==> src/rtl/tree_engine_arbiter.sv <==
// Round-robin sequencer sharing one isolation-tree engine between NUM_CH channels.
// Optional per-channel anomaly counters are enabled by defining TREE_ARB_ANOMALY_CNT_EN.
module tree_engine_arbiter #(
    parameter int NUM_CH         = 4,
    parameter int DATA_WIDTH     = 8,
    parameter int TIMEOUT_CYCLES = 255
) (
    input  logic                         clk,
    input  logic                         reset,
    input  logic [NUM_CH-1:0]            ch_enable,
    input  logic [NUM_CH-1:0]            ch_valid,
    input  logic [NUM_CH*DATA_WIDTH-1:0] ch_data,
    output logic [NUM_CH-1:0]            ch_ack,
    output logic [DATA_WIDTH-1:0]        eng_data,
    output logic                         eng_valid,
    input  logic                         eng_processed,
    input  logic                         eng_anomaly,
    output logic                         res_valid,
    output logic [$clog2(NUM_CH)-1:0]    res_ch,
    output logic                         res_anomaly,
    output logic                         res_timeout,
    output logic                         busy
`ifdef TREE_ARB_ANOMALY_CNT_EN
    ,
    input  logic [$clog2(NUM_CH)-1:0]    cnt_sel,
    input  logic                         cnt_clr,
    output logic [15:0]                  cnt_value
`endif
);

    localparam int CW = $clog2(NUM_CH);
    localparam logic [15:0] TMO_LAST = 16'(TIMEOUT_CYCLES - 1);

    typedef enum logic [1:0] {ST_IDLE, ST_BUSY, ST_DONE} state_t;

    state_t                  r_state, w_state_next;
    logic [CW-1:0]           r_rr_ptr, r_grant;
    logic [15:0]             r_wdog;
    logic [DATA_WIDTH-1:0]   r_eng_data;
    logic                    r_eng_valid;
    logic [NUM_CH-1:0]       r_ack;
    logic                    r_res_valid, r_res_anomaly, r_res_timeout;
    logic [CW-1:0]           r_res_ch;

    logic [NUM_CH-1:0]       w_req;
    logic                    w_gnt_found;
    logic [CW-1:0]           w_gnt_idx;
    logic [DATA_WIDTH-1:0]   w_ch_data [NUM_CH];

    assign w_req = ch_valid & ch_enable;

    for (genvar gi = 0; gi < NUM_CH; gi++) begin : g_ch_data
        assign w_ch_data[gi] = ch_data[gi*DATA_WIDTH +: DATA_WIDTH];
    end

    // Rotating search starting just after the last served channel.
    always_comb begin
        int            idx;
        logic [CW-1:0] cand;
        w_gnt_found = 1'b0;
        w_gnt_idx   = '0;
        idx         = 0;
        cand        = '0;
        for (int k = 1; k <= NUM_CH; k++) begin
            idx = int'(r_rr_ptr) + k;
            if (idx >= NUM_CH) idx = idx - NUM_CH;
            cand = CW'(idx);
            if (!w_gnt_found && w_req[cand]) begin
                w_gnt_found = 1'b1;
                w_gnt_idx   = cand;
            end
        end
    end

    always_comb begin
        w_state_next = r_state;
        case (r_state)
            ST_IDLE: if (w_gnt_found) w_state_next = ST_BUSY;
            ST_BUSY: if (eng_processed || (r_wdog == TMO_LAST)) w_state_next = ST_DONE;
            ST_DONE: w_state_next = ST_IDLE;
            default: w_state_next = ST_IDLE;
        endcase
    end

    always_ff @(posedge clk) begin
        if (reset) begin
            r_state       <= ST_IDLE;
            r_rr_ptr      <= CW'(NUM_CH - 1);
            r_grant       <= '0;
            r_wdog        <= '0;
            r_eng_data    <= '0;
            r_eng_valid   <= 1'b0;
            r_ack         <= '0;
            r_res_valid   <= 1'b0;
            r_res_ch      <= '0;
            r_res_anomaly <= 1'b0;
            r_res_timeout <= 1'b0;
        end else begin
            r_state       <= w_state_next;
            r_ack         <= '0;
            r_res_valid   <= 1'b0;
            r_res_ch      <= '0;
            r_res_anomaly <= 1'b0;
            r_res_timeout <= 1'b0;
            case (r_state)
                ST_IDLE: begin
                    if (w_gnt_found) begin
                        r_grant     <= w_gnt_idx;
                        r_eng_data  <= w_ch_data[w_gnt_idx];
                        r_eng_valid <= 1'b1;
                        r_wdog      <= '0;
                    end
                end
                ST_BUSY: begin
                    r_wdog <= r_wdog + 16'd1;
                    if (w_state_next == ST_DONE) begin
                        // A processed pulse on the final watchdog cycle still counts as a real result.
                        r_eng_valid      <= 1'b0;
                        r_eng_data       <= '0;
                        r_ack[r_grant]   <= 1'b1;
                        r_res_valid      <= 1'b1;
                        r_res_ch         <= r_grant;
                        r_res_anomaly    <= eng_processed & eng_anomaly;
                        r_res_timeout    <= ~eng_processed;
                    end
                end
                ST_DONE: begin
                    r_rr_ptr <= r_grant;
                    r_wdog   <= '0;
                end
                default: ;
            endcase
        end
    end

    assign ch_ack      = r_ack;
    assign eng_data    = r_eng_data;
    assign eng_valid   = r_eng_valid;
    assign res_valid   = r_res_valid;
    assign res_ch      = r_res_ch;
    assign res_anomaly = r_res_anomaly;
    assign res_timeout = r_res_timeout;
    assign busy        = (r_state != ST_IDLE);

`ifdef TREE_ARB_ANOMALY_CNT_EN
    logic [15:0] w_cnt [NUM_CH];
    logic [15:0] r_cnt_value;

    for (genvar gi = 0; gi < NUM_CH; gi++) begin : g_cnt
        logic [15:0] r_cnt;
        // Clear takes precedence over a coincident increment; count saturates at all-ones.
        always_ff @(posedge clk) begin
            if (reset) begin
                r_cnt <= '0;
            end else if (cnt_clr && (cnt_sel == CW'(gi))) begin
                r_cnt <= '0;
            end else if (r_res_valid && r_res_anomaly && (r_res_ch == CW'(gi))
                         && (r_cnt != 16'hFFFF)) begin
                r_cnt <= r_cnt + 16'd1;
            end
        end
        assign w_cnt[gi] = r_cnt;
    end

    always_ff @(posedge clk) begin
        if (reset) r_cnt_value <= '0;
        else       r_cnt_value <= w_cnt[cnt_sel];
    end

    assign cnt_value = r_cnt_value;
`endif

endmodule

==> config.mk <==
export PLATFORM = sky130hd
export DESIGN_NAME = tree_engine_arbiter
export DESIGN_NICKNAME = d
export VERILOG_FILES = /design/src/rtl/tree_engine_arbiter.sv
export SDC_FILE = /design/constraint.sdc
export NUM_CORES = 1
export LEC_CHECK = 0
export ABC_AREA = 1
export ABC_CLOCK_PERIOD_IN_PS = 3600
export CAP_MARGIN = 0
export CELL_PAD_IN_SITES_DETAIL_PLACEMENT = 1
export CELL_PAD_IN_SITES_GLOBAL_PLACEMENT = 2
export CORE_MARGIN = 2
export CORE_UTILIZATION = 29
export CTS_BUF_LIST = sky130_fd_sc_hd__clkbuf_4
export CTS_CLUSTER_SIZE = 20
export DETAILED_ROUTE_END_ITERATION = 8
export PLACE_DENSITY = 0.95
export SETUP_SLACK_MARGIN = 0.2
export SLEW_MARGIN = 20
export SYNTH_ARGS = -nofsm -noshare
export SYNTH_HDL_FRONTEND = slang
export SYNTH_SLANG_ARGS = --single-unit
export TNS_END_PERCENT = 30
==> constraint.sdc <==
create_clock -name clk -period 3.6 [get_ports clk]
set_input_delay 0.54 -clock clk [delete_from_list [all_inputs] [get_ports clk]]
set_output_delay 0.54 -clock clk [all_outputs]
set_load 0.05 [all_outputs]
# Word-level counts from Yosys, hierarchy flattened
# Index checks and enable logic that the tools add are counted.
dict set report op_classes {
  div 0
  n_bitwise 6
  n_mul 0
  addsub 9
  muxes 37
  eq_ne 6
  reduce_logical 17
  shifts 0
  n_lt_le_gt_ge 11
}
# cell count
set ops {}
lappend ops {{one-hot mux 16 bit (3 select lines)} 1}
lappend ops {{two-way mux 8 bit} 4}
lappend ops {{two-way mux 2 bit} 10}
lappend ops {{adder 16 x 1 -> 16 bit (second input constant)} 1}
lappend ops {{binary-select mux 8 bit (select 2 bit)} 1}
lappend ops {{== test 16 x 8 -> 1 bit (second input constant)} 1}
lappend ops {{two-way mux 16 bit} 1}
lappend ops {{one-hot mux 8 bit (2 select lines)} 1}
lappend ops {{< comparator 2 x 3 -> 1 bit (second input constant)} 5}
lappend ops {{>= comparator 3 bit (second input constant)} 4}
lappend ops {{two-way mux 1 bit} 12}
lappend ops {{binary-select mux 1 bit (select 2 bit)} 4}
lappend ops {{subtractor 2 x 1 -> 2 bit (second input constant)} 4}
lappend ops {{adder 2 x 2 -> 3 bit (second input constant)} 2}
lappend ops {{adder 2 x 3 -> 4 bit (second input constant)} 1}
lappend ops {{bitwise AND 4 bit} 1}
lappend ops {{== test 2 bit (second input constant)} 2}
lappend ops {{>= comparator 4 x 3 -> 1 bit (second input constant)} 1}
lappend ops {{logical AND 1 bit} 4}
lappend ops {{inequality test 2 bit (second input constant)} 2}
lappend ops {{one-hot mux 2 bit (2 select lines)} 1}
lappend ops {{AND reduction 2 bit} 2}
lappend ops {{nonzero test 2 bit} 2}
lappend ops {{adder 2 x 1 -> 3 bit (second input constant)} 1}
lappend ops {{14 further kinds} 18}
dict set report word_totals {
  ff_bits 40
  mem_bits_rw 0
  in_bits 44
  memories 0
  latchBits 0
  out_inout_bits 19
  romBits 0
}

# Longest topological paths before layout
dict set report logic_depth {
  ltp_word 21
  mapped_depth 16
  depth_no_buf 14
}

# Least setup slack after synthesis
# Ideal clock, no wire load.
dict set report synth_path {
  path_kind {reg2reg}
  start {register r_state[0]}
  end {register r_wdog[8]}
  setup_time_ns 0.115
  stages_incl_launch_ff 11
  required_ns 3.485
  setup_slack_ns 1.645
  t_arrival_ns 1.840
  cell_sequence {dfxtp_1 > inv_1 > ha_1 > inv_1 > nand2_1 > nand2_8 > inv_6 > o21ai_4 > inv_4 > o21ai_1 > nor2_1}
}
dict set report synth_via {
  elab_chain_len 3
  word_cells_on_any_way 7
}
# item line_no
set synth_rtl {}
lappend synth_rtl {{from (decl)} 36} ;# state_t r_state, w_state_next;
lappend synth_rtl {{from (signal assigned)} 99} ;# r_state <= w_state_next;
lappend synth_rtl {{== test 2 x 1 -> 1 bit, or another cell as far along} 105} ;# case (r_state)
lappend synth_rtl {{nonzero test 3 bit (no source line) / inequality test 2 bit (equally long branches)} n/a}
lappend synth_rtl {{AND reduction 2 bit (no source line)} n/a}
lappend synth_rtl {{to (signal assigned)} 115} ;# r_wdog <= r_wdog + 16'd1;
lappend synth_rtl {{to (decl)} 38} ;# logic [15:0] r_wdog;
# Several ways; a longest one is shown, not always the timed one.
# A chain may end at the register's enable or synchronous reset.

# Worst setup path in the final report
dict set report layout_path {
  start {register r_state[1]}
  end {output busy}
}
dict set report layout_via {
  elab_chain_len 1
}
# item line_no
set layout_rtl {}
lappend layout_rtl {{nonzero test 2 bit} 143} ;# assign busy = (r_state != ST_IDLE);
lappend layout_rtl {{to (decl)} 22} ;# output logic busy
# Every way passes these cells.

==> impl_metrics.csv <==
group,metric,value,unit
run_status,outcome,"completed",
critical_path,arrival,2.10,ns
synth,synth_seq_cells,40,
timing,fin_tns_setup,0,ns
critical_path,cpMostUsedCell,"inv_1",
synth,yosysWarnings,0,
final_layout,nNetsFinal,505,
grt,antenna_found_initial,0,
synth,synth_edf_count,0,
final_layout,instances_no_fill,565,
placement,preCtsSetupSlack,0.8669,ns
grt,grt_overflow,0,
critical_path,crit_cells,4,
synth,yosysUniqueCellTypes,34,
clock_tree,cts_resized,0,
final_layout,final_util,39.11,%
synth,netlist_area,0.002618,mm^2
final_layout,layout_commonest_cell,"nand2_1",
critical_path,critPathBufInv,3,
timing,setup_slack,0.9612,ns
clock_tree,clock_path_buffers,2,
clock_tree,clock_tree.root_cell,"clkbuf_4",
floorplan,die-area,0.009802,mm^2
clock_tree,path_clk_slew,0.13,ns
final_layout,regArea,800.8,um^2
final_layout,syn2layout_area_growth,30.31,%
floorplan,die_x,99.01,um
critical_path,slowest_delay,0.81,ns
clock_tree,ctsHoldBuffers,0,
placement,dp_hpwl,6.026,mm
synth,ys.flop_type,"dfxtp_1",
placement,dp_cells,557,
power,power.static_leakage,1.455,nW
synth,syn_nets,443,
clock_tree,htree_levels,2,
critical_path,crit_chain,"inv_1 > ha_1 > inv_1 > clkdlybuf4s50_1",
detailed_routing,first_pass_iters,4,
floorplan,ioPinCount,63,
clock_tree,cts_setup_buffers,0,
power,power,1.991,mW
timing,worst_slew_pin_slew,0.6004,ns
floorplan,start_util,30.01,%
final_layout,final_cell_mix,"nand2_1 (102), inv_1 (63), clkdlybuf4s50_1 (62), dfxtp_1 (40), nand3_1 (37)",
floorplan,die_y,99.01,um
clock_tree,clkSinkCount,40,
timing,rsz0062_at_grt,"false",
synth,synthArstFlopShare,0,%
critical_path,cp.required,3.06,ns
hold_path,min_delay_path_depth,2,
floorplan,coreArea,0.008721,mm^2
detailed_routing,route.detailed.drc,0,
timing,fin_crit,2.639,ns
grt,grt_max_degree,23,
timing,setup_viol,0,
timing,final.period_utilization,73.30,%
final_layout,nFillCells,1120,
timing,max_slew_margin,59.66,%
critical_path,cp_max_fo,6,
critical_path,critPathSlowestCell,"clkdlybuf4s50_1",
placement,io_buffer_count,62,
detailed_routing,ant_nets,0,
detailed_routing,wl_per_cell,13.38,um
detailed_routing,drt_iter0_drc,85,
synth,syn_avg_cell_area,6.643,um^2
timing,skew,0.01150,ns
critical_path,start_kind,"flip-flop",
placement,place_congestion,0.8090,
grt,grt_pass1_wl,12.92,mm
critical_path,rr_worst_depth,11,
power,cellPowerDensity,583.6,mW/mm^2
final_layout,antenna_cells,0,
timing,hold_slack,0.4742,ns
timing,drv_slew,0,
detailed_routing,wirelength,7.562,mm
timing,fmax,379.0,MHz
synth,ys_seq_area_share,30.59,%
clock_tree,cts_tree,"yes",
grt,grt_pass1_vias,2848,
hold_path,hp-class,"reg -> reg",
clock_tree,cts_buffers,5,
grt,grt_usage,15.82,%
critical_path,crit_path_end_kind,"output port",
final_layout,design_area,0.003411,mm^2
timing,hold_violations,0,
detailed_routing,via_count,2726,
critical_path,critPathTopFamily,"buffers and inverters",
clock_tree,clk-insertion-delay-late,0.35,ns
final_layout,post_route_cells_drive_above_1_share,10.07,%
critical_path,worstSetupPathType,"reg -> out",
job,drv_cap,0,
final_layout,multi_input_area,0.001493,mm^2
placement,place_area,0.003331,mm^2
power,irDropWorstVdd,0.0003366,V
floorplan,row_count,34,
detailed_routing,avgViaCountPerCell,4.825,
synth,synthCells,394,
==> area by class of cell <==
class | count | area share [%]
flip-flops and latches | 40 | 23.48
clock inverters | 3 | 1.247
repair buffers | 63 | 18.42
clock buffers | 5 | 1.101
well taps | 108 | 3.962
multi-input cells | 277 | 43.76
inverters | 69 | 8.034
==> metal layers <==
layer	part of all wire [%]	vias to the layer above	global-route usage (%)
met2	47	52	26.82
met4	0.75	0	2.950
met5	0	-	0
met3	4.6	7	3.475
li1	-	1406	-
met1	48	1261	20.83
==> worst min-delay path, delay by kind of cell (launching register included) <==
family | cells | cell delay, ns
DFF | 1 | 0.33
and+or+nand+nor | 1 | 0.06
AOI/OAI and AO/OA | 1 | 0.05
==> where the power goes <==
group	internal, mW	switching (mW)
clock network	0.145	0.150
registers	0.516	0.0604
logic	0.360	0.759
==> cells in the mapped netlist, types with 4 or more instances <==
cell type	instances	area, um^2
o21ai_0	6	30.03
ha_1	5	62.56
nand2_1	102	382.9
buf_2	4	20.02
nand4_1	22	137.6
nor4_1	5	31.28
a21oi_1	24	120.1
nand3_2	5	50.05
inv_1	63	236.5
nand3_1	37	185.2
a21oi_2	4	35.03
nand2_2	10	62.56
nor2_1	28	105.1
xor2_1	5	43.79
nor3_1	6	30.03
dfxtp_1	40	800.8
==> cell families after synthesis <==
logic type,Yosys count,share of synthesized area [%]
simple gates,223,42.54
flops,40,30.59
buf+inv,77,12.38
compound gates,44,10.42
fa+ha+maj,5,2.390
xor+xnor,5,1.673
==> state kept, by name, indices dropped and copies added, names as in the netlist, 2 cells and up <==
signal	flops
r_state	2
eng_data	8
ch_ack	4
r_rr_ptr	2
r_wdog	16
res_ch	2
r_grant	2
==> path summary, 6_finish.rpt <==
path / slack [ns] / to / from
max: 0.96 / busy / r_state[1]
min: 0.47 / eng_data[6] / eng_data[6]
max reg2reg: 1.16 / r_wdog[6] / r_rr_ptr[0]
min reg2reg: 0.47 / eng_data[6] / eng_data[6]
No activity file was read; power rests on OpenSTA's default activity.
